**config.mk**
```make
export PLATFORM = sky130hd
export DESIGN_NAME = expr_tx
export DESIGN_NICKNAME = d
export VERILOG_FILES = /design/src/rtl/expr_tx.sv
export SDC_FILE = /design/constraint.sdc
export NUM_CORES = 1
export LEC_CHECK = 0
export BUFFER_PORTS_ARGS = -buffer_cell sky130_fd_sc_hd__buf_2
export CORE_ASPECT_RATIO = 0.6
export CORE_MARGIN = 2
export CORE_UTILIZATION = 30
export DETAILED_ROUTE_END_ITERATION = 6
export PLACE_DENSITY = 0.57
export SYNTH_ARGS = -nofsm -noshare
export SYNTH_HDL_FRONTEND = slang
export SYNTH_SLANG_ARGS = --single-unit
```
**constraint.sdc**
```tcl
create_clock -name clk -period 6.8 [get_ports clk]
set_clock_uncertainty 0.05 [all_clocks]
set_input_delay 1.02 -clock clk [delete_from_list [all_inputs] [get_ports clk]]
set_output_delay 1.02 -clock clk [all_outputs]
set_load 0.02 [all_outputs]
```
**src/rtl/expr_tx.sv**
```systemverilog
// expr_tx: serialises a latched arithmetic expression (single decimal digits
// separated by '+' or '*') into an ASCII byte stream, one byte per transfer.
//
// Handshake: a byte moves on every rising edge where out_valid and out_ready
// are both high. out_valid is registered, never looks at out_ready
// combinationally, and once raised stays high with out_char frozen until the
// byte is taken.
//
// Optional feature macro: EXPR_TX_TERM_EN -- when defined, an '=' (0x3D)
// terminator is sent as one extra handshaked byte after the last digit.
//
// dbg_state exposes the FSM state register (0 IDLE, 1 DIGIT, 2 OP, 3 TERM).
module expr_tx #(
  parameter int MAX_TERMS = 8
) (
  input  logic                           clk,
  input  logic                           rst_n,
  input  logic                           start,
  input  logic [$clog2(MAX_TERMS+1)-1:0] num_terms,
  input  logic [4*MAX_TERMS-1:0]         digits,
  input  logic [MAX_TERMS-2:0]           ops,
  output logic [7:0]                     out_char,
  output logic                           out_valid,
  input  logic                           out_ready,
  output logic                           busy,
  output logic                           done,
  output logic                           err,
  output logic [1:0]                     dbg_state
);

  localparam int NW = $clog2(MAX_TERMS+1);

  typedef enum logic [1:0] {
    S_IDLE  = 2'd0,
    S_DIGIT = 2'd1,
    S_OP    = 2'd2
`ifdef EXPR_TX_TERM_EN
    ,
    S_TERM  = 2'd3
`endif
  } state_t;

  state_t                 state_q, state_d;
  logic [NW-1:0]          idx_q, idx_d;
  logic [NW-1:0]          n_q, n_d;
  logic [4*MAX_TERMS-1:0] dig_q, dig_d;
  logic [MAX_TERMS-2:0]   ops_q, ops_d;
  logic                   done_d, err_d;
  logic                   load_ok;
  logic                   xfer;
  logic [NW-1:0]          idx_m1;
  logic [3:0]             cur_digit;
  logic                   cur_op;
  logic [7:0]             char_d;

  assign xfer      = out_valid & out_ready;
  assign dbg_state = state_q;

  // Load check: operand count in range and every used operand a decimal digit.
  always_comb begin
    load_ok = (num_terms != '0) && (num_terms <= NW'(MAX_TERMS));
    for (int i = 0; i < MAX_TERMS; i++) begin
      if ((NW'(i) < num_terms) && (digits[4*i +: 4] > 4'd9)) load_ok = 1'b0;
    end
  end

  // Next state: snapshot on a valid load, advance only on a transfer.
  always_comb begin
    state_d = state_q;
    idx_d   = idx_q;
    n_d     = n_q;
    dig_d   = dig_q;
    ops_d   = ops_q;
    done_d  = 1'b0;
    err_d   = 1'b0;
    case (state_q)
      S_IDLE: begin
        if (start) begin
          if (load_ok) begin
            dig_d   = digits;
            ops_d   = ops;
            n_d     = num_terms;
            idx_d   = '0;
            state_d = S_DIGIT;
          end else begin
            err_d = 1'b1;
          end
        end
      end
      S_DIGIT: begin
        if (xfer) begin
          if (idx_q == n_q - NW'(1)) begin
`ifdef EXPR_TX_TERM_EN
            state_d = S_TERM;
`else
            state_d = S_IDLE;
            done_d  = 1'b1;
`endif
          end else begin
            state_d = S_OP;
            idx_d   = idx_q + NW'(1);
          end
        end
      end
      S_OP: begin
        if (xfer) state_d = S_DIGIT;
      end
`ifdef EXPR_TX_TERM_EN
      S_TERM: begin
        if (xfer) begin
          state_d = S_IDLE;
          done_d  = 1'b1;
        end
      end
`endif
      default: state_d = S_IDLE;
    endcase
  end

  // Character for the next cycle, decoded from next-state values so the
  // output byte is a plain register. In OP, idx has already moved past the
  // left operand, so the operator is ops[idx-1].
  always_comb begin
    idx_m1    = idx_d - NW'(1);
    cur_digit = 4'd0;
    cur_op    = 1'b0;
    for (int i = 0; i < MAX_TERMS; i++) begin
      if (idx_d == NW'(i)) cur_digit = dig_d[4*i +: 4];
    end
    for (int i = 0; i < MAX_TERMS-1; i++) begin
      if (idx_m1 == NW'(i)) cur_op = ops_d[i];
    end
    char_d = 8'h00;
    case (state_d)
      S_DIGIT: char_d = {4'h3, cur_digit};
      S_OP:    char_d = cur_op ? 8'h2A : 8'h2B;
`ifdef EXPR_TX_TERM_EN
      S_TERM:  char_d = 8'h3D;
`endif
      default: char_d = 8'h00;
    endcase
  end

  // State, snapshot and all outputs are registered; reset clears everything.
  always_ff @(posedge clk or negedge rst_n) begin
    if (!rst_n) begin
      state_q   <= S_IDLE;
      idx_q     <= '0;
      n_q       <= '0;
      dig_q     <= '0;
      ops_q     <= '0;
      out_char  <= 8'h00;
      out_valid <= 1'b0;
      busy      <= 1'b0;
      done      <= 1'b0;
      err       <= 1'b0;
    end else begin
      state_q   <= state_d;
      idx_q     <= idx_d;
      n_q       <= n_d;
      dig_q     <= dig_d;
      ops_q     <= ops_d;
      out_char  <= char_d;
      out_valid <= (state_d != S_IDLE);
      busy      <= (state_d != S_IDLE);
      done      <= done_d;
      err       <= err_d;
    end
  end

endmodule

```
### Word-level counts from Yosys, hierarchy flattened

Index checks and enable logic that the tools add are counted.

* add/sub/neg operators: 3
* order comparisons: 17
* equal/unequal tests: 18
* mux-type cells: 48
* bitwise operators: 1
* reduce and logical (&&, ||, !) cells: 15

Operator list (count)
* $mux 32: 3
* $mux 4: 12
* $gt 4x4->1 const B: 8
* $eq 4x3->1 const B: 7
* $mux 1: 22
* $mux 7: 3
* $eq 4x2->1 const B: 4
* $lt 3x4->1 const A: 4
* $pmux 6 s2: 1
* $mux 2: 5
* $logic_and 1x1->1: 9
* $eq 4x1->1 const B: 2
* $logic_not 4->1: 2
* $lt 1x4->1 const A: 2
* $lt 2x4->1 const A: 2
* $pmux 4 s2: 1
* $sub 4x1->4 const B: 2
* $pmux 2 s3: 1
* $add 4x1->4 const B: 1
* $eq 2x1->1 const B: 2
* $eq 2x2->1 const B: 2
* $eq 4x4->1: 1
* $le 4x4->1 const B: 1
* $reduce_bool 4->1: 1
* other kinds (4): 4

* register bits after elaboration: 60
* bits of input ports: 47
* output and inout port bits: 14
* word-level logic and storage cells: 111

### Longest topological paths before layout

* depth in word-level cells: 24
* depth in mapped cells: 13
* mapped depth without buffers: 12

### Least setup slack after synthesis

No wires, ideal clock.

* path kind: input-to-reg
* start: in num_terms[1]
* end: reg out_char[1]
* setup time: 0.123 ns
* arrival time: 3.027 ns
* path slack: 3.600 ns
* stages on the path: 11
* cells stage by stage: buf_6 or3_1 a32oi_1 a21oi_2 nand4_4 buf_6 mux2_2 nor2_1 nor3_1 o21ba_2 o221a_1

* elaborated cells on any way between the ends: 55
* those cells by class: order compare: 9; eq/ne: 9; mux: 26; reduce/logical: 11

RTL lines
* from (decl): RTL line 19 `input logic [$clog2(MAX_TERMS+1)-1:0] num_terms,`
* $le 4x4->1 (tied with other cells): RTL line 61 `load_ok = (num_terms != '0) && (num_terms <= NW'(MAX_TERMS));`
* $logic_and 1x1->1, on equally long branches: RTL line 61, 63
* $mux 1 (7 in series): RTL line 63 `if ((NW'(i) < num_terms) && (digits[4*i +: 4] > 4'd9)) load_ok = 1'b0;`
* $mux 1 *: RTL line 63
* $mux 32 *: RTL line 79 `if (load_ok) begin`
* $mux 32 *: RTL line 78 `if (start) begin`
* $mux 32 *: RTL line 76 `case (state_q)`
* net dig_d[13]: RTL line 46 `logic [4*MAX_TERMS-1:0] dig_q, dig_d;`
* $mux 4 * (5 in series): RTL line 128 `if (idx_d == NW'(i)) cur_digit = dig_d[4*i +: 4];`
* $pmux 6 s2 *: RTL line 134 `case (state_d)`
* net char_d[1]: RTL line 54 `logic [7:0] char_d;`
* to (signal assigned): RTL line 163 `out_char <= char_d;`
* to (decl): RTL line 22 `output logic [7:0] out_char,`

Mark *: on every way through the listed nets, which the timed path passes. The rest lies on a longest branch.
A chain may end at the register's enable or synchronous reset.

### Final worst setup path

* start: in digits[18]
* end: reg out_char[3]

* cells in the longest elaborated chain, start to end: 19
* elaborated cells on any way between the ends: 34
* those cells by class: order compare: 1; eq/ne: 9; mux: 22; reduce/logical: 2

Ends and longest elaborated chain
* from (decl): RTL line 20 `input logic [4*MAX_TERMS-1:0] digits,`
* $gt 4x4->1 *: RTL line 63
* $logic_and 1x1->1 *: RTL line 63
* $mux 1 * (4 in series): RTL line 63
* $mux 4: RTL line 79
* $mux 4: RTL line 78
* $pmux 4 s2: RTL line 76
* $logic_not 4->1: RTL line 128
* $mux 4 (8 in series): RTL line 128
* $pmux 6 s2 *: RTL line 134
* net char_d[3]: RTL line 54

Marks and branches as above.

==> impl_results.rst <==
.. list-table::
   :header-rows: 1

   * - Metric
     - Value
   * - Result of the run
     - complete, no violations
   * - Later-pin clock latency in the skew report
     - 0.32 ns
   * - Unrepaired setup endpoints after global routing
     - no
   * - Area of the mapped netlist
     - 0.00320 mm^2
   * - Final design instance area without fill
     - 0.00383 mm^2
   * - Hold Fails Final Rpt
     - 0
   * - Sort of element at the start of the critical path
     - input port
   * - Pin count of the biggest net entering global routing
     - 59
   * - Number of iterations in the first detailed-routing pass
     - 5
   * - Number of sinks driven by the clock tree
     - 58
   * - Critical path buffer and inverter count
     - 2
   * - Synth top cells by count
     - sky130_fd_sc_hd__dfrtp_1 (58), sky130_fd_sc_hd__mux2_2 (36), sky130_fd_sc_hd__nor2_1 (28)
   * - Cells after synthesis
     - 285
   * - Detail-routed net length per standard cell
     - 16.6 um
   * - Final critical-path required period
     - 4.29 ns
   * - # Post-CTS Setup Buffers
     - 0
   * - Floorplan Core Area
     - 0.0105 mm^2
   * - Post-Route WL
     - 7990 um
   * - Number of buffers created by CTS
     - 9
   * - Number of max-cap violations
     - 0
   * - Largest cells by area after synthesis
     - sky130_fd_sc_hd__dfrtp_1 (45%), sky130_fd_sc_hd__mux2_2 (13%), sky130_fd_sc_hd__nor2_1 (3.3%)
   * - Placed Instance Area
     - 0.00354 mm^2
   * - Quantity of gates resized following cts
     - 0
   * - Maximum buffer depth of the clock tree
     - 2
   * - Max-Slew Margin vs Limit
     - 28.9%
   * - Final net count
     - 391
   * - Largest driver fanout on the critical path
     - 55
   * - Initial standard-cell utilization of the core
     - 30.5%
   * - F_max
     - 0.233 GHz
   * - Syn Area/Cell
     - 11.2 um^2
   * - P_leak
     - 0.00188 uW
   * - Period Utilization, post-route
     - 63.1%
   * - Final weighted congestion in routability-driven placement
     - 0.849
   * - Sequential cell area fraction in the yosys report
     - 45.4%
   * - DRC violations left
     - 0
   * - Initial antenna violation count
     - 0
   * - Post-synthesis to final-layout area growth
     - 19.8%
   * - H-tree levels
     - 3
   * - Port Buf Inserts
     - 58
   * - Vertical extent of the die
     - 84.0 um
   * - Antenna fix cells
     - 0
   * - Most frequent CP cell
     - sky130_fd_sc_hd__o21ai_0
   * - Via density per instance
     - 4.89
   * - Die Width
     - 137 um
   * - Number of standard-cell rows in the floorplan
     - 29
   * - Main flop type after synthesis
     - sky130_fd_sc_hd__dfrtp_1
   * - Fraction of final layout cells sized beyond drive strength 1
     - 38.5%
   * - Sequence of cells on the critical path
     - buf_2 > o21ai_0 > o21ai_0 > a21oi_2 > nand4_4 > a31oi_4 > inv_2 > nor2_1 > nor4_1 > a311oi_1 > o21ai_1
   * - Number of top-level design ports
     - 61
   * - Remaining global-route overflow
     - 0
   * - Warning count from the yosys run
     - 0
   * - Actual transition at the worst max-transition pin
     - 1.06 ns
   * - Max stage delay cell, worst path
     - sky130_fd_sc_hd__nand4_4
   * - Setup TNS Final
     - 0 ns
   * - Clock Pin Slew Worst Setup and Hold Paths
     - 0.05 ns
   * - Post-synth top area cell
     - sky130_fd_sc_hd__dfrtp_1
   * - Class of the most critical hold timing path
     - reg -> reg
   * - Via count
     - 2359
   * - Iteration-0 DRC count of the detailed router
     - 144
   * - Number of global-route vias before repair
     - 2280
   * - Peak supply drop
     - 0.000176 V
   * - Antenna Nets Post-Route
     - 0
   * - CTS tree
     - built
   * - Yosys reg bits
     - 58
   * - Critical Path Sink Type
     - flip-flop
   * - Finish-stage setup viols
     - 0
   * - Largest incremental delay on the critical path
     - 0.83 ns
   * - Share of async-settable or async-resettable flops after synthesis
     - 100%
   * - Die Outline Area
     - 0.0115 mm^2
   * - WP data arrival
     - 4.43 ns
   * - Startpoint-to-endpoint class of the critical path
     - in -> reg
   * - Required time at the endpoint of the critical path
     - 6.94 ns
   * - HPWL after detailed placement
     - 6020 um
   * - Proportion of netlist area held by the largest area contributor
     - 45.4%
   * - PD cells
     - 474 mW/mm^2
   * - Root buffer cell
     - sky130_fd_sc_hd__clkbuf_16
   * - Top Family by Delay on Critical Path
     - compound AO/OA/AOI/OAI gates
   * - Wire length of the first global-routing pass
     - 12700 um
   * - GRT Overall Usage
     - 15.0%
   * - Worst hold slack
     - 0.434 ns
   * - Distinct cells, synth
     - 64
   * - Count of hold buffers inserted by post-cts repair
     - 0
   * - Number of max-slew violations in the final report
     - 0
   * - Top-count cell post-synth
     - sky130_fd_sc_hd__dfrtp_1
   * - Post-synth EDFFs
     - 0
## power by group
part | internal, uW | total [uW] | switching, uW
clock network | 282 | 430 | 147
logic | 351 | 800 | 449
registers | 504 | 585 | 80.5
## metal layers
layer / routed length [um] / global-route usage [%] / vias to the layer above
met4: 34 / 4.69 / 0
met5: 0 / 0 / -
li1: - / - / 1124
met1: 4080 / 23.3 / 1149
met2: 3160 / 19.1 / 82
met3: 719 / 5.04 / 4
## cell type report
cell class                 count  area [um^2]
clock buffer                  13          280
clock inverter                 2         10.0
fill                        1040         6650
inverter                      16         60.1
multi-input combinational    195         1560
sequential                    58         1450
tap                          139          174
timing repair buffer          59          298
## flip-flops by register name, indices dropped and copies added, names as in the netlist
register,flops
ops_q,7
idx_q,4
done,1
busy,1
err,1
dbg_state,2
out_char,6
n_q,4
dig_q,32
## worst paths after layout
path | from | endpoint | slack [ns] | cells past startpoint
max | digits[18] | out_char[3] | 2.51 | 11
min | dig_q[19] | dig_q[19] | 0.43 | 2
max reg2reg | dbg_state[1] | out_char[3] | 3.15 | 8
min reg2reg | dig_q[19] | dig_q[19] | 0.43 | 2
max in group asynchronous | rst_n | dig_q[0] | 5.41 | 2
min in group asynchronous | rst_n | err | 0.78 | 2
## worst min-delay path: stages (launching register included)
cell and delay (ns):
sky130_fd_sc_hd__dfrtp_1 0.32, sky130_fd_sc_hd__mux2i_1 0.08, sky130_fd_sc_hd__inv_1 0.06
## metrics by stage
stage / total power, uW / worst slack, ns / util (%) / std cells
floorplan: 1190 / 3.60 / - / 286
global placement: 1360 / 2.17 / 33.8 / 467
detailed placement: 1390 / 2.13 / 33.8 / 467
CTS: 1830 / 2.47 / 36.5 / 482
global route: 1950 / 2.18 / 36.5 / 482
finish: 1810 / 2.51 / 36.5 / 482
## cell families (layout without fill, tap and decap cells)
logic type               Yosys count  count (layout)  share of synthesized area, %
adder cells (fa/ha/maj)            5               5                          1.96
multiplexers                      47              47                          16.9
buffers and inverters             33              90                          5.99
AND/OR/NAND/NOR                   73              73                          11.9
AO/OA/AOI/OAI                     62              62                          15.2
XOR/XNOR                           6               6                          2.54
other                              1               2                         0.117
flip-flops                        58              58                          45.4
## cell usage in the layout (no fill, tap or decap), drive strengths merged, types with 8 or more instances in the layout
master / instances
buf: 59
dfrtp: 58
mux2: 39
nor2: 29
o21ai: 19
inv: 16
nand2: 13
clkbuf: 13
nand3: 8
a21oi: 8
Power figures use the tool's default switching activity.
